$ cat src/rtl/pipe_stage_reg.sv
// Parametrised pipeline stage register with a two-entry skid buffer.
// The stage carries a control and a data bundle under a valid/ready handshake.
// in_ready depends only on local state, freeze and flush; it never depends on out_ready.
// Freeze holds every register.
// A flush raised while frozen is remembered and applied on the first unfrozen cycle.
module pipe_stage_reg #(
  parameter int unsigned DATA_W     = 32,
  parameter int unsigned CTRL_W     = 8,
  parameter int unsigned CNT_W      = 16,
  parameter bit          CLEAR_DATA = 1'b1
) (
  input  logic              clk,
  input  logic              reset,
  input  logic              flush,
  input  logic              freeze,
  input  logic              in_valid,
  output logic              in_ready,
  input  logic [CTRL_W-1:0] in_ctrl,
  input  logic [DATA_W-1:0] in_data,
  output logic              out_valid,
  input  logic              out_ready,
  output logic [CTRL_W-1:0] out_ctrl,
  output logic [DATA_W-1:0] out_data,
  output logic [CNT_W-1:0]  bubble_cnt
);

  typedef enum logic [1:0] {
    EMPTY = 2'd0,
    BUSY  = 2'd1,
    FULL  = 2'd2
  } state_t;

  state_t            state;
  state_t            state_nxt;
  logic [CTRL_W-1:0] skid_ctrl;
  logic [DATA_W-1:0] skid_data;
  logic              flush_pend;
  logic              accept;
  logic              drain;
  logic              eff_flush;

  // State register: reset has priority over everything else
  always_ff @(posedge clk) begin
    if (!reset) begin
      state <= EMPTY;
    end else begin
      state <= state_nxt;
    end
  end

  // Next-state logic: freeze holds, then flush empties, then handshake moves
  always_comb begin
    state_nxt = state;
    if (freeze) begin
      state_nxt = state;
    end else if (eff_flush) begin
      state_nxt = EMPTY;
    end else begin
      unique case (state)
        EMPTY:   if (accept) state_nxt = BUSY;
        BUSY: begin
          if (accept && !drain)      state_nxt = FULL;
          else if (!accept && drain) state_nxt = EMPTY;
        end
        FULL:    if (drain) state_nxt = BUSY;
        default: state_nxt = EMPTY;
      endcase
    end
  end

  // Output and handshake decode; in_ready uses only local state, freeze and flush
  always_comb begin
    out_valid = (state != EMPTY);
    in_ready  = (state != FULL) && !freeze && !flush && !flush_pend;
    eff_flush = (flush || flush_pend) && !freeze;
    accept    = in_valid && in_ready;
    drain     = out_valid && out_ready && !freeze;
  end

  // Main, skid and pending-flush registers
  always_ff @(posedge clk) begin
    if (!reset) begin
      out_ctrl   <= '0;
      out_data   <= '0;
      skid_ctrl  <= '0;
      skid_data  <= '0;
      flush_pend <= 1'b0;
    end else if (freeze) begin
      if (flush) flush_pend <= 1'b1;
    end else if (eff_flush) begin
      out_ctrl   <= '0;
      skid_ctrl  <= '0;
      skid_data  <= '0;
      flush_pend <= 1'b0;
      if (CLEAR_DATA) out_data <= '0;
    end else begin
      unique case (state)
        EMPTY: begin
          if (accept) begin
            out_ctrl <= in_ctrl;
            out_data <= in_data;
          end
        end
        BUSY: begin
          if (accept && drain) begin
            out_ctrl <= in_ctrl;
            out_data <= in_data;
          end else if (accept) begin
            skid_ctrl <= in_ctrl;
            skid_data <= in_data;
          end else if (drain) begin
            out_ctrl <= '0;
            if (CLEAR_DATA) out_data <= '0;
          end
        end
        FULL: begin
          if (drain) begin
            out_ctrl <= skid_ctrl;
            out_data <= skid_data;
          end
        end
        default: begin
          out_ctrl <= '0;
        end
      endcase
    end
  end

  // Saturating count of cycles where downstream was ready but nothing was offered
  always_ff @(posedge clk) begin
    if (!reset) begin
      bubble_cnt <= '0;
    end else if (!freeze && !out_valid && out_ready && (bubble_cnt != '1)) begin
      bubble_cnt <= bubble_cnt + 1'b1;
    end
  end

endmodule

$ cat config.mk
export PLATFORM = sky130hd
export DESIGN_NAME = pipe_stage_reg
export DESIGN_NICKNAME = d
export VERILOG_FILES = /design/src/rtl/pipe_stage_reg.sv
export SDC_FILE = /design/constraint.sdc
export NUM_CORES = 1
export LEC_CHECK = 0
export BUFFER_PORTS_ARGS = -buffer_cell sky130_fd_sc_hd__clkbuf_2
export CORE_MARGIN = 3
export CORE_UTILIZATION = 57
export CTS_BUF_LIST = sky130_fd_sc_hd__clkbuf_16
export DETAILED_ROUTE_END_ITERATION = 7
export PLACE_DENSITY = 0.84
export SYNTH_ARGS = -nofsm -noshare
export SYNTH_HDL_FRONTEND = slang
export SYNTH_SLANG_ARGS = --single-unit
$ cat constraint.sdc
create_clock -name clk -period 3.7 [get_ports clk]
set_input_delay 0.74 -clock clk [delete_from_list [all_inputs] [get_ports clk]]
set_output_delay 0.74 -clock clk [all_outputs]
set_load 0.02 [all_outputs]
* After elaboration in Yosys (flattened, before gate mapping)
Index checks and enable logic that the tools add are counted.
Word-level totals: flip-flop bits (word level) 99, input bits 46, output and inout port bits 58, word-level logic and storage cells 80
Cells by class: add/subtract/negate cells 1, equality and inequality tests 11, mux-type cells 29, bitwise operators 1, reductions and logical operators 31
Operator list (count):
- $mux W32 | 9
- $pmux W32 S3 | 1
- $mux W8 | 9
- $pmux W8 S3 | 1
- $add A16 B1 Y16 const B | 1
- $ne A16 B16 Y1 const B | 1
- $logic_and A1 B1 Y1 | 13
- $ne A4 B4 Y1 const B | 3
- $mux W2 | 5
- $reduce_and A4 Y1 | 2
- $reduce_bool A2 Y1 | 4
- $logic_not A1 Y1 | 6
- $ne A2 B2 Y1 const B | 3
- $ne A3 B3 Y1 const B | 2
- $pmux W2 S3 | 1
- $reduce_and A6 Y1 | 1
- $reduce_and A5 Y1 | 1
- $reduce_bool A4 Y1 | 1
- $mux W1 | 3
- $eq A2 B1 Y1 const B | 1
- $eq A2 B2 Y1 const B | 1
- $logic_not A2 Y1 | 1
- $reduce_and A2 Y1 | 1
- $logic_or A1 B1 Y1 | 1
- $not A1 Y1 | 1

* Depth between registers and ports, before layout
word-level depth 11, depth in mapped cells 8, depth with buffers taken out 6

* Worst setup path before layout
No wires, ideal clock.
path kind input -> output, start in flush, end out in_ready, arrival 1678 ps, data required time 2960 ps, setup slack 1282 ps, stages 3, buffers on the path 1, cell sequence or2_2 -> clkbuf_1 -> nor3_1
On the way: word-level cells in the longest chain between the ends 3
RTL lines:
- from (decl) | RTL line 14 | input logic flush,
- $logic_not A1 Y1 | RTL line 74 | in_ready = (state != FULL) && !freeze && !flush && !flush_pend;
- $logic_and A1 B1 Y1 (2 in series) | RTL line 74
- to (decl) | RTL line 17 | output logic in_ready,
Every way passes these cells.

* Worst setup path in the final report
start reg state[0], end reg out_data[30]
On the way: word-level cells in the longest chain between the ends 9, elaborated cells between the ends (all ways) 21
RTL lines:
- from (decl) | RTL line 33 | state_t state;
- from (signal assigned) | RTL line 47 | state <= state_nxt;
- $ne A2 B2 Y1 | RTL line 74
- $logic_and A1 B1 Y1 (3 in series) | RTL line 74
- $logic_and A1 B1 Y1 | RTL line 76 | accept = in_valid && in_ready;
- $logic_and A1 B1 Y1 | RTL line 105 | if (accept && drain) begin
- $mux W32 | RTL line 105
- $pmux W32 S3 | RTL line 97 | unique case (state)
- $mux W32 | RTL line 90 | end else if (eff_flush) begin
- to (signal assigned) | RTL line 101 | out_data <= in_data;
- to (signal assigned) | RTL line 107 | out_data <= in_data;
- to (signal assigned) | RTL line 119 | out_data <= skid_data;
- to (decl) | RTL line 23 | output logic [DATA_W-1:0] out_data,
Several ways; a longest one is shown, not always the timed one. A chain may end at the register's enable or synchronous reset.

==> reports/results.tsv <==
stage	metric	value	unit
timing	slew_viol_final	0	
timing	setup_tns	0	ns
global_route	grt_overflow	0	
logic_synthesis	synth_cells	455	
clocking	holdBufCountCts	0	
clocking	postCtsResizedCells	0	
timing	post-route-period-util	73.5	%
clocking	h-tree-depth	3	
drt	wl_per_cell	16.3	µm
place	dpl_worst_slack	0.901	ns
power	power_density	429	nW/µm²
logic_synthesis	yosys_warnings	0	
die	core_region_area	7330	µm²
logic_synthesis	ys_async_sr_fraction	0	%
die	die_w	93.2	µm
clocking	cts_tree	done	
global_route	antenna_found_initial	0	
drt	finalWirelength	10500	µm
power	p_comb_share	11.4	%
global_route	grt.total_usage	24.7	%
timing	setup_slack	0.981	ns
logic_synthesis	yosys_most_used_dff	dfxtp_1	
layout	fin_util	70.0	%
die	fp-row-count	31	
logic_synthesis	synth.yosys.seq_area_share	45.7	%
timing	period_minus_slack	2.72	ns
layout	final_common_cell	clkbuf_2	
logic_synthesis	synth_cell_types	55	
logic_synthesis	synth_edf_count	0	
global_route	grt_max_degree	36	
drt	wl_met1	4600	µm
timing	setup_viol	0	
drt	drt-pass1-iter-count	5	
critical_path	crit_type	reg2reg	
die	io_pins	104	
clocking	cts_setup_buffers	0	
clocking	cts-buffers-inserted	9	
drt	vias	3812	
clocking	clk_latency	0.33	ns
critical_path	worstRegToRegCells	6	
power	power_frac_clock	38.2	%
power	p_leak	2.25	nW
logic_synthesis	syn_avg_cell_area	9.53	µm²
timing	hold-worst-slack	0.465	ns
drt	ant_nets	0	
critical_path	arrival	2.90	ns
critical_path	required	3.88	ns
clocking	clock-sinks	99	
power	p_sw	0.568	mW
critical_path	start_kind	flop	
clocking	clkTransAtPathRegs	0.07	ns
logic_synthesis	syn_area	4340	µm²
timing	hold_viol	0	
place	post-dp-hpwl	7430	µm
place	place_congestion	0.839	
layout	layout-drive-gt1-share	24.9	%
global_route	grt_pass1_wl	17200	µm
timing	timing.slew.headroom	31.6	%
timing	fmax	0.368	GHz
min_path	min_path_type	reg2reg	
critical_path	crit_path_max_fanout	32	
clocking	clk_path_buf_depth	2	
drt	met3WireLength	582	µm
power	vdd_ir_drop_max	0.000350	V
timing	clock_skew	0.00735	ns
logic_synthesis	syn_nets	506	
drt	vias_per_cell	5.91	
power	fin_total_pwr	2.20	mW
clocking	root_buffer	clkbuf_16	
min_path	hold_path_depth	2	
power	sequentialPowerShare	50.5	%
drt	drtIter0Drc	212	
power	p_int	1.64	mW
logic_synthesis	synth_seq_cells	99	
power	switching_share	25.8	%
drt	drc_errors	0	
place	port_buffers	103	
job	cap_viol_max_count	0	
run_status	status	completed	
die	die-height	93.2	µm
global_route	grt_pass1_vias	3681	
layout	fillers	551	
layout	num_antenna_cells	0	
drt	wl_met2	5080	µm
layout	final_cell_mix	clkbuf_2 (103), dfxtp_1 (99), inv_1 (47), a22oi_1 (41), mux2i_1 (34)	
critical_path	end_kind	flop	
timing	worst_pin_slew	1.03	ns
die	die_area	8690	µm²
drt	highest_layer	met4	
layout	finalNetCount	593	
timing	grt_setup_unrepaired	false	
layout	area_delta_synth_final	18.4	%
die	initial_core_util	59.2	%
-- layout make-up --
type | count | area [µm²] | share of cell area (%)
sequential | 99 | 1980 | 38.6
multi-input combinational | 275 | 2020 | 39.4
tap | 99 | 124 | 2.41
inverter | 48 | 180 | 3.51
timing repair buffer | 109 | 561 | 10.9
clock buffer | 9 | 225 | 4.39
clock inverter | 6 | 41.3 | 0.804
-- synth_stat cells, types with 2 or more instances --
cell type	instances	area share, %
buf_2	7	0.81
clkbuf_1	21	1.8
a211oi_1	4	0.69
nand4_1	5	0.72
or3_1	3	0.43
a21oi_1	11	1.3
nand2_1	23	2.0
o22ai_1	8	1.2
o211ai_1	2	0.35
inv_1	47	4.1
o31ai_1	2	0.35
and3_1	3	0.43
dfxtp_1	99	46
buf_6	3	0.78
nand2b_1	10	1.4
mux2i_1	34	7.8
buf_4	2	0.35
o32ai_1	32	6.5
or2b_1	2	0.35
and2_1	3	0.43
nand3_1	9	1.0
or4_1	3	0.52
nor2_1	29	2.5
a22oi_1	41	7.1
ha_1	5	1.4
o41ai_4	2	1.3
a22o_1	17	3.4
-- sequential cells by signal (all words and copies together) (netlist names) --
| register | cells |
|---|---|
| state | 2 |
| skid_data | 32 |
| flush_pend | 1 |
| bubble_cnt | 16 |
| out_data | 32 |
| out_ctrl | 8 |
| skid_ctrl | 8 |
-- metrics by stage --
step | instances | instance area (µm²)
2_1_floorplan | 455 | 4340
3_3_place_gp | 630 | 4870
3_5_place_dp | 630 | 4870
4_1_cts | 645 | 5130
5_1_grt | 645 | 5130
6_report | 645 | 5130
-- path summary, 6_finish.rpt --
check,startpoint,end,slack (ns)
max,state[0]$_SDFFE_PN0P_,out_data[30]$_SDFFE_PN0P_,0.98
min reg2reg,out_ctrl[4]$_SDFFE_PN0P_,out_ctrl[4]$_SDFFE_PN0P_,0.46
min,out_ctrl[4]$_SDFFE_PN0P_,out_ctrl[4]$_SDFFE_PN0P_,0.46
max reg2reg,state[0]$_SDFFE_PN0P_,out_data[30]$_SDFFE_PN0P_,0.98
-- power by group through the flow --
stage / sequential [mW] / combinational, mW / clock, mW
floorplan: 1.16 / 0.132 / 0
global placement: 1.13 / 0.244 / 0
detailed placement: 1.14 / 0.249 / 0
CTS: 1.11 / 0.251 / 0.852
global route: 1.11 / 0.272 / 0.898
finish: 1.11 / 0.251 / 0.841
-- critical path, cell delays in order (launching register included) --
cell	delay, ns
dfxtp_1	0.42
inv_1	0.09
ha_1	0.41
nand2b_1	0.40
a22oi_1	0.35
o221a_2	0.71
o32ai_1	0.18
-- kinds of logic after synthesis --
| logic type | Yosys count | share of synthesized area, % |
|---|---|---|
| AO/OA/AOI/OAI | 134 | 25.0 |
| flip-flops | 99 | 45.7 |
| adder cells (fa/ha/maj) | 5 | 1.44 |
| buffers and inverters | 81 | 7.91 |
| AND/OR/NAND/NOR | 102 | 12.1 |
| multiplexers | 34 | 7.85 |
-- per-layer routing --
layer | up-vias | GRT usage (%)
met4 | 0 | 11.8
met5 | - | 0
met2 | 124 | 39.5
met3 | 24 | 4.34
li1 | 1855 | -
met1 | 1809 | 32.2
Power figures use the tool's default switching activity.
